==> config.mk <==
export PLATFORM = sky130hd
export DESIGN_NAME = sd_spi_shift
export DESIGN_NICKNAME = d
export VERILOG_FILES = /design/src/rtl/sd_pkg.sv /design/src/rtl/sd_sync_edge.sv /design/src/rtl/sd_spi_shift.sv
export SDC_FILE = /design/constraint.sdc
export NUM_CORES = 1
export LEC_CHECK = 0
export BUFFER_PORTS_ARGS = -buffer_cell sky130_fd_sc_hd__buf_2
export CAP_MARGIN = 0
export CORE_ASPECT_RATIO = 1.25
export CORE_MARGIN = 3
export CORE_UTILIZATION = 58
export DETAILED_ROUTE_END_ITERATION = 6
export GPL_TIMING_DRIVEN = 0
export PLACE_DENSITY = 0.86
export SYNTH_ARGS = -nofsm -noshare
export SYNTH_HDL_FRONTEND = slang
export SYNTH_SLANG_ARGS = --single-unit
==> constraint.sdc <==
create_clock -name sys_clk_i -period 3.2 [get_ports sys_clk_i]
set_input_delay 0.16 -clock sys_clk_i [delete_from_list [all_inputs] [get_ports sys_clk_i]]
set_output_delay 0.16 -clock sys_clk_i [all_outputs]
set_load 0.1 [all_outputs]
==> src/rtl/sd_pkg.sv <==
// Shared definitions for the SD-card SPI byte shifter: FSM encoding,
// status bit positions and the minimum SCK half-period.
package sd_pkg;

    typedef enum logic [1:0] {
        ST_IDLE   = 2'd0,
        ST_SCK_LO = 2'd1,
        ST_SCK_HI = 2'd2,
        ST_DONE   = 2'd3
    } sd_state_t;

    localparam int STAT_BUSY   = 0;
    localparam int STAT_DONE   = 1;
    localparam int STAT_OVR    = 2;

    localparam int MIN_HALF    = 1;
    localparam int SYNC_STAGES = 2;
    localparam int MISO_STAGES = 1;

endpackage

==> src/rtl/sd_sync_edge.sv <==
// Flop chain bringing an asynchronous level into the sys_clk domain,
// with a rising-edge pulse derived from one extra flop.
module sd_sync_edge #(
    parameter int STAGES = 2
) (
    input  logic clk,
    input  logic rst_n,
    input  logic din,
    output logic sync,
    output logic rise
);

    logic [STAGES-1:0] sync_p0;
    logic              sync_p1;

    always_ff @(posedge clk) begin
        if (!rst_n) begin
            sync_p0 <= '0;
            sync_p1 <= 1'b0;
        end else begin
            sync_p0[0] <= din;
            for (int i = 1; i < STAGES; i++) begin
                sync_p0[i] <= sync_p0[i-1];
            end
            sync_p1 <= sync_p0[STAGES-1];
        end
    end

    assign sync = sync_p0[STAGES-1];
    assign rise = sync_p0[STAGES-1] & ~sync_p1;

endmodule

==> src/rtl/sd_spi_shift.sv <==
// SPI mode-0, MSB-first byte shifter for an SD card, started by a rising
// edge on the MCU shift request and paced by a programmable SCK half-period.
module sd_spi_shift
    import sd_pkg::*;
(
    input  logic       sys_clk_i,
    input  logic       sys_rst_n_i,
    input  logic       sspshif_i,
    input  logic [7:0] ssppres_i8,
    input  logic [7:0] ssptdat_i8,
    output logic [7:0] ssprdat_o8,
    output logic [7:0] sspstat_o8,
    output logic       sd_sck_o,
    output logic       sd_mosi_o,
    input  logic       sd_miso_i
);

    sd_state_t   state_q, state_d;
    logic [15:0] cnt_q;
    logic [2:0]  bit_q;
    logic [7:0]  half_q;
    logic [7:0]  tx_q;
    logic [7:0]  rx_q;
    logic [7:0]  rdat_q;
    logic        done_q;
    logic        ovr_q;
    logic        phase_end;
    logic        shif_rise;
    logic        shif_sync_unused;
    logic        miso_smp;
    logic        miso_rise_unused;
    logic [7:0]  stat_d;

    function automatic logic [7:0] sat_half(input logic [7:0] pres);
        return (pres == 8'd0) ? 8'(MIN_HALF) : pres;
    endfunction

    sd_sync_edge #(.STAGES(SYNC_STAGES)) u_shif_sync (
        .clk   (sys_clk_i),
        .rst_n (sys_rst_n_i),
        .din   (sspshif_i),
        .sync  (shif_sync_unused),
        .rise  (shif_rise)
    );

    // Single sampling flop: the value it captures on the edge entering SCK_HI is used.
    sd_sync_edge #(.STAGES(MISO_STAGES)) u_miso_smp (
        .clk   (sys_clk_i),
        .rst_n (sys_rst_n_i),
        .din   (sd_miso_i),
        .sync  (miso_smp),
        .rise  (miso_rise_unused)
    );

    assign phase_end = (cnt_q == ({8'd0, half_q} - 16'd1));

    always_comb begin
        state_d = state_q;
        case (state_q)
            ST_IDLE:   if (shif_rise) state_d = ST_SCK_LO;
            ST_SCK_LO: if (phase_end) state_d = ST_SCK_HI;
            ST_SCK_HI: if (phase_end) state_d = (bit_q == 3'd7) ? ST_DONE : ST_SCK_LO;
            ST_DONE:   state_d = ST_IDLE;
            default:   state_d = ST_IDLE;
        endcase
    end

    always_ff @(posedge sys_clk_i) begin
        if (!sys_rst_n_i) begin
            state_q <= ST_IDLE;
            cnt_q   <= 16'd0;
            bit_q   <= 3'd0;
            half_q  <= 8'(MIN_HALF);
            tx_q    <= 8'h00;
            rx_q    <= 8'h00;
            rdat_q  <= 8'h00;
            done_q  <= 1'b0;
            ovr_q   <= 1'b0;
        end else begin
            state_q <= state_d;
            if (state_d != state_q) begin
                cnt_q <= 16'd0;
            end else if (state_q == ST_SCK_LO || state_q == ST_SCK_HI) begin
                cnt_q <= cnt_q + 16'd1;
            end

            case (state_q)
                ST_IDLE: begin
                    if (shif_rise) begin
                        tx_q   <= ssptdat_i8;
                        half_q <= sat_half(ssppres_i8);
                        bit_q  <= 3'd0;
                        done_q <= 1'b0;
                        ovr_q  <= 1'b0;
                    end
                end
                ST_SCK_HI: begin
                    if (cnt_q == 16'd0) rx_q <= {rx_q[6:0], miso_smp};
                    if (phase_end) begin
                        tx_q  <= {tx_q[6:0], 1'b0};
                        bit_q <= bit_q + 3'd1;
                    end
                end
                ST_DONE: begin
                    rdat_q <= rx_q;
                    done_q <= 1'b1;
                end
                default: ;
            endcase

            // Any edge seen outside IDLE, including the DONE cycle, is dropped.
            if (shif_rise && state_q != ST_IDLE) ovr_q <= 1'b1;
        end
    end

    always_comb begin
        stat_d            = 8'h00;
        stat_d[STAT_BUSY] = (state_q != ST_IDLE);
        stat_d[STAT_DONE] = done_q;
        stat_d[STAT_OVR]  = ovr_q;
    end

    assign sspstat_o8 = stat_d;
    assign ssprdat_o8 = rdat_q;
    assign sd_sck_o   = (state_q == ST_SCK_HI);
    assign sd_mosi_o  = (state_q == ST_SCK_LO || state_q == ST_SCK_HI) ? tx_q[7] : 1'b1;

endmodule
After elaboration in Yosys (flattened, before gate mapping)
Index checks and enable logic that the tools add are counted.
{"block": "op_classes", "bitwise_logic": 3, "n_lt_le_gt_ge": 0, "mux": 17, "eq_ne": 8, "shifts": 0, "multipliers": 0, "add_sub_neg": 3, "n_div": 0, "n_reduce_logical": 16}
{"op": "8-bit two-way mux", "n": 3}
{"op": "16-bit by 1-bit adder with 16-bit output (second input constant)", "n": 1}
{"op": "16-bit equality test", "n": 1}
{"op": "16-bit zero test", "n": 1}
{"op": "8-bit case mux with 2 select lines", "n": 1}
{"op": "2-bit nonzero test", "n": 5}
{"op": "8-bit by 1-bit subtractor with 9-bit output (second input constant)", "n": 1}
{"op": "8-bit zero test", "n": 1}
{"op": "2-bit two-way mux", "n": 4}
{"op": "2-bit case mux with 4 select lines", "n": 1}
{"op": "2-bit AND reduction", "n": 4}
{"op": "3-bit two-way mux", "n": 2}
{"op": "3-bit case mux with 2 select lines", "n": 1}
{"op": "2-bit equality test (second input constant)", "n": 2}
{"op": "1-bit two-way mux", "n": 4}
{"op": "3-bit by 1-bit adder with 3-bit output (second input constant)", "n": 1}
{"op": "3-bit equality test (second input constant)", "n": 1}
{"op": "3-bit AND reduction", "n": 1}
{"op": "2-bit by 1-bit equality test with 1-bit output (second input constant)", "n": 1}
{"op": "2-bit zero test", "n": 1}
{"op": "2-bit by 1-bit inequality test with 1-bit output (second input constant)", "n": 1}
{"op": "2-bit inequality test", "n": 1}
{"op": "2-bit inequality test (second input constant)", "n": 1}
{"op": "1-bit inverter", "n": 2}
{"op": "other kinds (5)", "n": 5}
{"block": "totals", "out_inout_bits": 18, "in_bits": 20, "register_bits": 59, "latchBits": 0, "mem_count": 0, "mem_bits_rw": 0, "mem_bits_ro": 0}

Longest topological paths before layout
{"block": "logic_depth", "depth_word": 6, "mapped_depth": 11, "mapped_depth_nobuf": 8}

Hierarchy
Synthesis repeated with hierarchy kept, for this count alone.
{"block": "unflattened", "hier_cells": 320, "area_unflattened_um2": 2907.8}
{"module": "sd_spi_shift", "area_each_um2": 2748.9, "instances": 1, "cells_per_inst": 308, "seq_area_each_um2": 1101.1}
{"module": "sd_sync_edge at u_shif_sync", "area_each_um2": 92.6, "instances": 1, "cells_per_inst": 7, "seq_area_each_um2": 60.1}
{"module": "sd_sync_edge at u_miso_smp", "area_each_um2": 66.3, "instances": 1, "cells_per_inst": 5, "seq_area_each_um2": 40.0}

Worst setup path before layout
No wires, ideal clock.
{"block": "synth_timing", "path_kind": "register -> register", "startpoint": "register state_q[0]", "endpoint": "register bit_q[1]", "path_stages_with_launch": 8, "period_less_slack_ns": 2.842, "slack_ns": 0.358, "path_buffers": 0, "required_ns": 3.129, "arrival_ns": 2.772, "cell_sequence": "dfxtp_1 > inv_1 > ha_1 > inv_1 > o21ai_0 > and3_1 > or4b_1 > a21oi_1"}
{"block": "synth_between", "elab_chain_cells": 3, "elab_cells_between_ends": 7, "classes_between": "3 x eq/ne; 1 x mux; 3 x reduce/logical"}
{"element": "from (decl)", "line_no": "sd_spi_shift.sv:18", "source": "sd_state_t state_q, state_d;"}
{"element": "from (signal assigned)", "line_no": "sd_spi_shift.sv:80", "source": "state_q <= state_d;"}
{"element": "2-bit equality test (*)"}
{"element": "net sd_sck_o", "line_no": "sd_spi_shift.sv:13", "source": "output logic sd_sck_o,"}
{"element": "2-bit by 1-bit inequality test with 1-bit output (no source line) or 2-bit nonzero test (tied branches)"}
{"element": "3-bit AND reduction (no source line)"}
{"element": "to (signal assigned)", "line_no": "sd_spi_shift.sv:101", "source": "bit_q <= bit_q + 3'd1;"}
{"element": "to (decl)", "line_no": "sd_spi_shift.sv:20", "source": "logic [2:0] bit_q;"}
Mark *: on every way through the listed nets, which the timed path passes. The rest lies on a longest branch.
A chain may end at the register's enable or synchronous reset.

Final worst setup path
{"block": "layout_timing", "startpoint": "register half_q[0]", "endpoint": "register cnt_q[0]"}
{"block": "layout_between", "elab_chain_cells": 6, "elab_cells_between_ends": 7, "classes_between": "1 x add/sub; 2 x eq/ne; 3 x mux; 1 x reduce/logical"}
{"element": "from (decl)", "line_no": "sd_spi_shift.sv:21", "source": "logic [7:0] half_q;"}
{"element": "from (signal assigned)", "line_no": "sd_spi_shift.sv:73", "source": "half_q <= 8'(MIN_HALF);"}
{"element": "from (signal assigned)", "line_no": "sd_spi_shift.sv:91", "source": "half_q <= sat_half(ssppres_i8);"}
{"element": "8-bit by 1-bit subtractor with 9-bit output (*)", "line_no": "sd_spi_shift.sv:55", "source": "assign phase_end = (cnt_q == ({8'd0, half_q} - 16'd1));"}
{"element": "16-bit equality test (*)", "line_no": "sd_spi_shift.sv:55"}
{"element": "2-bit two-way mux (on tied branches)", "line_no": "sd_spi_shift.sv:62, sd_spi_shift.sv:61"}
{"element": "2-bit case mux with 4 select lines (*)", "line_no": "sd_spi_shift.sv:59", "source": "case (state_q)"}
{"element": "2-bit inequality test (*)", "line_no": "sd_spi_shift.sv:81", "source": "if (state_d != state_q) begin"}
{"element": "2-bit OR reduction (no source line) (*)"}
{"element": "to (signal assigned)", "line_no": "sd_spi_shift.sv:84", "source": "cnt_q <= cnt_q + 16'd1;"}
{"element": "to (decl)", "line_no": "sd_spi_shift.sv:19", "source": "logic [15:0] cnt_q;"}
Mark *: on every way between the ends. The rest lies on a longest branch, timed or not.

==> reports/metrics.cfg <==
[hold_path]
min_from=sd_miso_i
min_path_type=input port to flip-flop
min_to=u_miso_smp.sync
hold_depth=2

[clock_tree]
cts_root_buf=clkbuf_8
cts_tree=done
cts.path.max_buffers=2
clkSinkCount=59
htreeDepth=3
clk_pin_slew_ps=80
clock_latency_ps=340
cts_buffers=9

[sta]
hold_violations=0
finalClockSkew_ps=8.78
fmax_mhz=336
drv_slew=0
setup_viol=0
worst_pin_slew_ps=1030
post-route-period-util_pct=92.9
max-slew-margin-rel_pct=30.5
rsz0062_at_grt=false
hold_slack_ps=22.6
min_period_ps=2970
setup-tns-final_ps=0

[global_routing]
antenna_found_initial=0
gr-total-overflow=0
first_global_vias=2496
grt_use_total_pct=23.5
grt_pass1_wl_mm=11.5
grt_max_degree=13

[power_and_ir_drop]
cellPowerDensity_nw_per_um2=488
leakagePower_nw=1.43
vdd_drop_max_uv=387

[setup_path]
worstSetupStartpointType=flip-flop
crit_type=flip-flop to flip-flop
r2r_end=cnt_q[0]
r2r_slack_ps=230
cp_slowest_stage_delay_ps=590
cp_slowest_cell=or4_4
cp.arrival_ps=3200
reg2reg_depth=10
crit_path_max_fanout=10
crit_chain=inv_1 -> ha_1 -> buf_4 -> nand2b_1 -> o211a_1 -> o31a_2 -> or4_4 -> o31ai_4 -> clkbuf_4 -> nor2_1
cp.required_ps=3430
worstReg2RegStart=half_q[0]
cp-end-kind=flip-flop

[yosys]
ys_types=56
synth.avg_cell_area_um2=8.94
synth.top_cells.by_count=59 x dfxtp_1, 44 x nor2_1, 30 x nand2_1
synth.most_common_cell=dfxtp_1
synth.largest_area_cell=dfxtp_1
synth_ff_type=dfxtp_1
ys_seq_area_share_pct=38.4
netlist_top_cells_area=dfxtp_1 38%, mux2i_1 8.5%, nor2_1 5.4%
synth.cell_area_um2=3070
synth-seq-cells=59
synth-edff-count=0
synthCells=344
yosysWarnings=0
async_reset_ff_share_pct=0
synth_top_area_share_pct=38.4

[route]
wirelength_mm=6.79
first_iter_violations=172
vias_per_cell=5.56
vias=2553
route.detailed.drc=0
antenna_left=0
wire_per_inst_um=14.8
firstDrtPassIters=5

[floorplan]
die-area_um2=6220
die_w_um=71.1
initial_core_util_pct=60.1
core_area_um2=5120
die_h_um=87.4
num_rows=29
ioPinCount=38

[cells_and_area]
drive_gt1_share_pct=18.6
nets=421
syn2layout_area_growth_pct=15.1
multi_input_area_um2=1710
nFillCells=402
antenna_cells=0
regArea_um2=1180

[placement]
io_buffers=32
place_congestion=0.878
hpwl_mm=4.95

[outcome]
status=finished, final reports clean

[job]
maxCapViolations=0

per-stage QoR:
stage / power, mW / area, um2 / cells / utilization [%] / setup slack (ps)
2_1_floorplan: 0.996 / 3090 / 348 / - / 358
5_1_grt: 1.79 / 3540 / 459 / 69.2 / 32.5
6_report: 1.73 / 3540 / 459 / 69.2 / 228
3_5_place_dp: 1.06 / 3330 / 442 / 65.0 / 147
4_1_cts: 1.73 / 3530 / 458 / 69.0 / 121
3_3_place_gp: 1.05 / 3330 / 442 / 65.0 / 223
cells by family after synthesis:
group                    synth area share (%)
AND/OR/NAND/NOR                          23.2
flip-flops                               38.4
AO/OA/AOI/OAI                            12.0
buffers and inverters                    6.35
XOR/XNOR                                 7.69
multiplexers                             8.47
adder cells (fa/ha/maj)                  3.66
other                                   0.122
layer usage:
metal / track usage, % / wire (um)
met1: 27.0 / 2890
met2: 42.4 / 3520
met3: 3.93 / 245
met4: 10.4 / 137
met5: 0 / 0
how the worst max path moves through the flow:
stage                            to  slack (ps)        from
after detailed placement  cnt_q[12]         150   half_q[0]
after global routing      cnt_q[12]          30   half_q[0]
after floorplan            bit_q[1]         360  state_q[0]
after global placement    cnt_q[15]         220   half_q[0]
final                      cnt_q[0]         230   half_q[0]
after CTS                  cnt_q[0]         120   half_q[0]
layout make-up:
class                           count  share of cell area (%)
Buffer                             24                    4.53
Clock buffer                        9                    3.50
Clock inverter                      7                    2.19
Inverter                           10                    1.06
Multi-Input combinational cell    255                    48.4
Sequential cell                    59                    33.4
Tap cell                           62                    2.19
Timing Repair Buffer               33                    4.74
worst max-delay path: cells and delay by family (launching register included):
kind	cells	cell delay, ps
DFF	1	440
buffers and inverters	3	540
AOI/OAI and AO/OA	3	840
and+or+nand+nor	3	830
adders and majority gates	1	200
report_power, final:
| part | leakage (nW) | internal [mW] | switching (mW) |
|---|---|---|---|
| Combinational | 0.865 | 0.0941 | 0.178 |
| Clock | 0.0881 | 0.362 | 0.322 |
| Sequential | 0.478 | 0.752 | 0.0199 |
placed cells by master (no fill, tap or decap), drive strengths merged, types with 8 or more instances in the layout:
cell    count
ha          9
a21oi      12
clkbuf     21
xor2       14
dfxtp      59
inv        10
nand3       8
buf        44
nand4       8
nor2       45
mux2i      26
a211oi      8
a31oi       8
xnor2      13
nand2      30
registers in the layout (all words and copies together), names as in the netlist:
register / count
cnt_q: 16
state_q: 2
u_shif_sync.sync_p0: 2
tx_q: 8
u_miso_smp.sync: 1
u_shif_sync.sync_p1: 1
ovr_q: 1
half_q: 8
done_q: 1
ssprdat_o8: 8
rx_q: 8
bit_q: 3
timing repair:
| action | 4_1_cts | 5_1_grt |
|---|---|---|
| hold buffers | 0 | 0 |
| gates resized for setup | 0 | 1 |
| hold endpoints to repair | 0 | 0 |
| setup buffers | 0 | 1 |
| endpoints found under the setup margin | 0 | 10 |
Note: power is estimated with default switching activity, not from simulation.
